`config.mk`:
```
export PLATFORM = sky130hd
export DESIGN_NAME = frame_render_scheduler
export DESIGN_NICKNAME = d
export VERILOG_FILES = /design/src/rtl/frame_render_scheduler.sv
export SDC_FILE = /design/constraint.sdc
export NUM_CORES = 1
export LEC_CHECK = 0
export BUFFER_PORTS_ARGS = -buffer_cell sky130_fd_sc_hd__buf_2
export CAP_MARGIN = 20
export CORE_AREA = 5 5 199 201
export DETAILED_ROUTE_END_ITERATION = 8
export DIE_AREA = 0 0 204 206
export GPL_TIMING_DRIVEN = 0
export PLACE_DENSITY = 0.68
export SYNTH_ARGS = -nofsm -noshare
export SYNTH_HDL_FRONTEND = slang
export SYNTH_SLANG_ARGS = --single-unit
```
`constraint.sdc`:
```
create_clock -name clk_in -period 2.4 [get_ports clk_in]
set_input_delay 0.12 -clock clk_in [delete_from_list [all_inputs] [get_ports clk_in]]
set_output_delay 0.12 -clock clk_in [all_outputs]
set_load 0.03 [all_outputs]
```
`src/rtl/frame_render_scheduler.sv`:
```
// Frame sequencer: clears the framebuffer, then fetches each triangle's three vertices,
// launches the rasterizer and forwards its clipped pixel stream to the framebuffer.
module frame_render_scheduler #(
  parameter int                 COORD_WIDTH  = 32,
  parameter int                 FB_WIDTH     = 320,
  parameter int                 FB_HEIGHT    = 180,
  parameter int                 FB_ADDR_W    = 16,
  parameter int                 COLOR_W      = 16,
  parameter logic [COLOR_W-1:0] CLEAR_COLOR  = 16'h0000,
  parameter logic [COLOR_W-1:0] DRAW_COLOR   = 16'hFFFF,
  parameter int                 TRI_IDX_W    = 10,
  parameter int                 VMEM_LATENCY = 2
) (
  input  logic                     clk_in,
  input  logic                     rst_in,
  input  logic                     frame_start,
  input  logic [TRI_IDX_W-1:0]     num_tris,
  output logic [TRI_IDX_W+1:0]     vmem_addr,
  output logic                     vmem_rd,
  input  logic [3*COORD_WIDTH-1:0] vmem_data,
  output logic [9*COORD_WIDTH-1:0] tri_verts,
  output logic                     raster_start,
  input  logic                     raster_done,
  input  logic                     raster_valid,
  input  logic [COORD_WIDTH-1:0]   raster_x,
  input  logic [COORD_WIDTH-1:0]   raster_y,
  output logic                     fb_we,
  output logic [FB_ADDR_W-1:0]     fb_addr,
  output logic [COLOR_W-1:0]       fb_data,
  output logic [TRI_IDX_W-1:0]     tri_count,
  output logic                     busy,
  output logic                     frame_done
);

  localparam int NUM_PIX    = FB_WIDTH * FB_HEIGHT;
  localparam int FETCH_LAST = VMEM_LATENCY + 2;
  localparam int FCNT_W     = $clog2(FETCH_LAST + 1);
  localparam int VADDR_W    = TRI_IDX_W + 2;
  localparam int VW         = 3 * COORD_WIDTH;

  localparam logic [FB_ADDR_W-1:0]          LAST_PIX = FB_ADDR_W'(NUM_PIX - 1);
  localparam logic [FB_ADDR_W-1:0]          ROW_LEN  = FB_ADDR_W'(FB_WIDTH);
  localparam logic signed [COORD_WIDTH-1:0] X_LIM    = COORD_WIDTH'(FB_WIDTH);
  localparam logic signed [COORD_WIDTH-1:0] Y_LIM    = COORD_WIDTH'(FB_HEIGHT);

  typedef enum logic [2:0] {
    S_IDLE,
    S_CLEAR,
    S_FETCH,
    S_LAUNCH,
    S_WAIT,
    S_DONE
  } state_t;

  state_t state, state_nx;

  logic [FB_ADDR_W-1:0]          clear_cnt;
  logic [FCNT_W-1:0]             fetch_cnt;
  logic [VADDR_W-1:0]            vbase;
  logic [TRI_IDX_W-1:0]          num_tris_q;
  logic                          px_we;
  logic [FB_ADDR_W-1:0]          px_addr;
  logic                          pix_ok;
  logic [FB_ADDR_W-1:0]          pix_addr;
  logic                          cap_en;
  logic [1:0]                    cap_slot;
  logic                          last_tri;
  logic signed [COORD_WIDTH-1:0] sx, sy;

  assign sx = raster_x;
  assign sy = raster_y;

  // Clip against the framebuffer using signed coordinates; only in-bounds pixels reach the multiply.
  assign pix_ok = (state == S_WAIT) && raster_valid &&
                  !sx[COORD_WIDTH-1] && (sx < X_LIM) &&
                  !sy[COORD_WIDTH-1] && (sy < Y_LIM);
  assign pix_addr = sy[FB_ADDR_W-1:0] * ROW_LEN + sx[FB_ADDR_W-1:0];

  assign last_tri = (tri_count + TRI_IDX_W'(1)) == num_tris_q;

  // Read r of the triangle returns VMEM_LATENCY fetch cycles after it was issued.
  always_comb begin
    cap_en   = 1'b0;
    cap_slot = 2'd0;
    if (state == S_FETCH && fetch_cnt >= FCNT_W'(VMEM_LATENCY)) begin
      cap_en   = 1'b1;
      cap_slot = 2'(fetch_cnt - FCNT_W'(VMEM_LATENCY));
    end
  end

  always_ff @(posedge clk_in) begin
    // NOTE: sequential state uses non-blocking assignments so every flop samples pre-edge values.
    if (rst_in) state <= S_IDLE;
    else        state <= state_nx;
  end

  always_comb begin
    // NOTE: every signal driven here gets a default first, so no path can infer a latch.
    state_nx     = state;
    vmem_rd      = 1'b0;
    vmem_addr    = '0;
    raster_start = 1'b0;
    busy         = 1'b0;
    frame_done   = 1'b0;
    fb_we        = px_we;
    fb_addr      = px_addr;
    fb_data      = px_we ? DRAW_COLOR : '0;

    unique case (state)
      S_IDLE: begin
        if (frame_start) state_nx = S_CLEAR;
      end
      S_CLEAR: begin
        busy    = 1'b1;
        fb_we   = 1'b1;
        fb_addr = clear_cnt;
        fb_data = CLEAR_COLOR;
        if (clear_cnt == LAST_PIX) state_nx = (num_tris_q == '0) ? S_DONE : S_FETCH;
      end
      S_FETCH: begin
        busy = 1'b1;
        if (fetch_cnt < FCNT_W'(3)) begin
          vmem_rd   = 1'b1;
          vmem_addr = vbase + VADDR_W'(fetch_cnt);
        end
        if (fetch_cnt == FCNT_W'(FETCH_LAST)) state_nx = S_LAUNCH;
      end
      S_LAUNCH: begin
        busy         = 1'b1;
        raster_start = 1'b1;
        state_nx     = S_WAIT;
      end
      S_WAIT: begin
        busy = 1'b1;
        if (raster_done) state_nx = last_tri ? S_DONE : S_FETCH;
      end
      S_DONE: begin
        frame_done = 1'b1;
        state_nx   = S_IDLE;
      end
      default: state_nx = S_IDLE;
    endcase
  end

  always_ff @(posedge clk_in) begin
    if (rst_in) begin
      clear_cnt  <= '0;
      fetch_cnt  <= '0;
      vbase      <= '0;
      num_tris_q <= '0;
      tri_count  <= '0;
      tri_verts  <= '0;
      px_we      <= 1'b0;
      px_addr    <= '0;
    end else begin
      px_we <= pix_ok;
      if (pix_ok) px_addr <= pix_addr;

      fetch_cnt <= (state == S_FETCH) ? fetch_cnt + FCNT_W'(1) : '0;

      if (cap_en) begin
        case (cap_slot)
          2'd0:    tri_verts[0*VW +: VW] <= vmem_data;
          2'd1:    tri_verts[1*VW +: VW] <= vmem_data;
          default: tri_verts[2*VW +: VW] <= vmem_data;
        endcase
      end

      if (state == S_IDLE && frame_start) begin
        num_tris_q <= num_tris;
        tri_count  <= '0;
        vbase      <= '0;
        clear_cnt  <= '0;
      end

      if (state == S_CLEAR) clear_cnt <= clear_cnt + FB_ADDR_W'(1);

      // The triangle index and the completed count advance together; vbase tracks idx*3.
      if (state == S_WAIT && raster_done) begin
        tri_count <= tri_count + TRI_IDX_W'(1);
        vbase     <= vbase + VADDR_W'(3);
      end
    end
  end

endmodule

```
==> flow_metrics.tcl <==
set metrics [dict create \
    drc_errors 0 \
    cp-end-kind "output pin" \
    drtIter0Drc 988 \
    grt_first_pass_wirelength_um 88200 \
    die_y_um 206 \
    fin_crit_ns 2.364 \
    grt_pass1_vias 15800 \
    clock_latency_ns 0.54 \
    critPathMaxStageDelay_ns 0.39 \
    clockBufferDepth 3 \
    p_total_mw 13.54 \
    post-route-period-util 0.9851 \
    worstPathArrival_ns 2.24 \
    cts.clk_slew.worst_paths_ns 0.06 \
    routabilityCongestion 0.9503 \
    antenna_found_initial 0 \
    r2r_start "state[1]" \
    ys.flop_type "dfxtp_1" \
    vias 16040 \
    viasPerCell 5.124 \
    tritoncts "built" \
    htreeDepth 2 \
    path_cells "ha_4 > fa_2 > a21o_1 > nand2_4 > nor2_2 > xnor2_1 > nor2_1 > buf_4" \
    syn-num-nets 2113 \
    totalWireLength_um 59320 \
    worst_slew_pin_slew_ns 1.047 \
    status "complete, no violations" \
    cp-start-kind "flip-flop" \
    area_growth_pct 40.22 \
    grt_overflow_total 0 \
    synth_enable_flop_cells 0 \
    place_inst 2936 \
    clock_skew_ns 0.01522 \
    grt_max_degree 20 \
    switching_share 0.2528 \
    start_util 0.3959 \
    ir_drop_uv 384.7 \
    max_slew_margin 0.3021 \
    clockPowerShare 0.448 \
    ff2ff_setup_slack_ns 0.15 \
    dp_hpwl_um 45100 \
    worst-path-stages 8 \
    p_int_mw 10.11 \
    grt_usage 0.2657 \
    reg2regPathDepth 9 \
    fmax_mhz 423.0 \
    die_w_um 204 \
    drive_above_1_share 0.2707 \
    hp-start "raster_x[6]" \
    netSwitchingPower_mw 3.422 \
    drtAntennaViolNets 0 \
    cts_root_buf "clkbuf_16" \
    reg2reg_to "tri_verts[284]" \
    hold_viol_final 0 \
    avgSynthCellArea_um2 7.773 \
    cp_top_family "adder cells" \
    wl_per_cell_um 18.94 \
    yosysSeqAreaShare 0.4853 \
    fin_setup_tns_ns 0 \
    p_leak_nw 8.845 \
    cp.required_ns 2.28 \
    finalNonFillerCells 3131 \
    ys.warnings.count 0 \
    combPwrFrac 0.105 \
    cts_sinks 359 \
    die_area_um2 42020 \
    crit_start "vbase[0]" \
    coreArea_um2 37400 \
    rsz0062_at_grt "yes" \
    drv_cap 0 \
    numPortBuffers 520 \
    cts_buffers 39 \
    ioPinCount 522 \
    row_count 71 \
    cp-endpoint "vmem_addr[6]" \
    hold_path.class "in -> reg" \
    cp_max_fo 5 \
    crit_type "reg -> out" \
    setup_viol 0 \
    whs_path_depth 4 \
    yosys_register_bits 359 \
    async_reset_ff_frac 0 \
    critPathSlowestCell "fa_2" \
    syn_area_um2 14810 \
    utilization 0.5552 \
    power_frac_seq 0.446 \
    finalMaxSlewViolations 0 \
    crit_buf_inv 1 \
    firstDrtPassIters 7 \
    hold_slack_ns 0.02949 \
    nNetsFinal 2797 \
    syn_inst 1905 \
    synth_cell_types 63 \
    powerDensity_nw_per_um2 651.9 \
]
==> worst min-delay path by stage <==
stage                         end  slack [ns]
global route           px_addr[6]        0.06
finish                 px_addr[6]        0.03
detailed placement     px_addr[1]        0.37
CTS                    px_addr[6]       0.004
global placement       px_addr[1]        0.36
floorplan           num_tris_q[0]        0.26
==> power groups by stage <==
| stage | Combinational, mW | Clock [mW] | Sequential (mW) |
|---|---|---|---|
| 3_3_place_gp | 1.22 | 0 | 6.17 |
| 6_report | 1.43 | 6.07 | 6.04 |
| 3_5_place_dp | 1.23 | 0 | 6.17 |
| 4_1_cts | 1.40 | 6.16 | 6.04 |
| 2_1_floorplan | 0.737 | 0 | 6.16 |
| 5_1_grt | 1.55 | 6.44 | 6.04 |
==> state kept, by name (all words and copies together), names as in the netlist <==
| signal | count |
|---|---|
| px_addr | 16 |
| clear_cnt | 16 |
| tri_count | 10 |
| tri_verts | 288 |
| vbase | 12 |
| fetch_cnt | 3 |
| state | 3 |
| px_we | 1 |
| num_tris_q | 10 |
==> layout by cell type, fill, tap and decap left out, drive strengths merged, types with 3 or more instances in the layout <==
cell | synthesis | final
nand2 | 688 | 688
buf | 62 | 593
dfxtp | 359 | 359
a21oi | 345 | 345
clkbuf | 83 | 133
dlygate4sd3 | 0 | 114
nor2 | 72 | 72
ha | 30 | 30
xnor2 | 26 | 26
o21ai | 26 | 26
nand3 | 21 | 21
inv | 12 | 17
nor4 | 16 | 16
mux2i | 13 | 13
and3 | 13 | 13
xor2 | 12 | 12
nor3 | 12 | 12
or3 | 11 | 11
a31oi | 10 | 10
clkinv | 2 | 9
nand4 | 7 | 7
a311oi | 7 | 7
a21o | 6 | 6
a211oi | 6 | 6
and2 | 5 | 5
nand3b | 5 | 5
or4 | 5 | 5
nor2b | 5 | 5
o211ai | 4 | 4
clkinvlp | 0 | 4
o21bai | 3 | 3
a22oi | 3 | 3
o21a | 3 | 3
o31ai | 3 | 3
bufinv | 0 | 3
fa | 3 | 3
==> timing repair <==
action / 4_1_cts / 5_1_grt
endpoints found under the hold margin: 306 / 0
pin swaps: 2 / 9
hold buffers: 114 / 0
buffers inserted: 4 / 7
setup endpoints to repair: 212 / 55
resized for setup: 29 / 41
==> cell usage after synthesis (all sizes together) (2+ instances only) <==
cell,count,area [um^2]
buf,62,416.7
nor3b,2,15.01
o311ai,2,17.52
o211a,2,20.02
a21o,6,45.04
inv,12,45.04
a21boi,2,15.01
o21ai,26,130.1
dfxtp,359,7187
fa,3,60.06
clkbuf,83,311.6
nand4b,2,17.52
o21bai,3,22.52
a31oi,10,62.56
o21a,3,22.52
a211oi,6,45.04
or2,2,12.51
xnor2,26,227.7
o211ai,4,30.03
nor4b,2,23.77
and3,13,81.33
nand4,7,43.79
o31ai,3,22.52
o2111ai,2,17.52
a22oi,3,22.52
mux2i,13,130.1
xor2,12,105.1
nor2,72,272.8
clkinv,2,8.750
nor4,16,106.4
mux2,2,22.52
nand3b,5,37.54
and2,5,31.28
nor3,12,82.58
nor2b,5,31.28
or3,11,68.82
nand3,21,105.1
ha,30,375.4
or4,5,37.54
a311oi,7,61.31
a21oi,345,1757
nand2,688,2582
==> logic make-up after synthesis <==
logic type | Yosys count | share of synthesized area
fa+ha+maj | 33 | 0.02940
mux | 15 | 0.01031
buf+inv | 159 | 0.05281
xor+xnor | 38 | 0.02248
compound gates | 430 | 0.1583
simple gates | 871 | 0.2414
flops | 359 | 0.4853
==> tightest hold or removal path, cell delays in order <==
cell and delay (ns):
buf_2 0.11, ha_1 0.15, mux2i_1 0.07, nor2_1 0.07
==> area by class of cell <==
class                      count  area [um^2]
fill                        3437        16640
sequential                   359         7208
multi-input combinational   1387         6954
timing repair buffer         645         3866
clock buffer                  52         1095
buffer                       143        748.2
tap                          511        639.4
clock inverter                19        195.2
inverter                      14        55.05
antenna                        1        2.502
==> routing by layer <==
metal | wire, um | up-vias | track usage
met1 | 22960 | 7456 | 0.3058
li1 | - | 7701 | -
met2 | 28370 | 723 | 0.4647
met3 | 4782 | 162 | 0.06465
met5 | 0 | - | 0
met4 | 3197 | 0 | 0.1278
==> stage by stage <==
| step | area [um^2] | setup WS, ns |
|---|---|---|
| 6_report | 20760 | 0.03576 |
| 5_1_grt | 20760 | -0.04180 |
| 4_1_cts | 20610 | 0.006371 |
| 3_5_place_dp | 18060 | -0.4050 |
| 3_3_place_gp | 18060 | -0.3609 |
| 2_1_floorplan | 14820 | -0.002574 |
(Power assumes the default switching activity.)
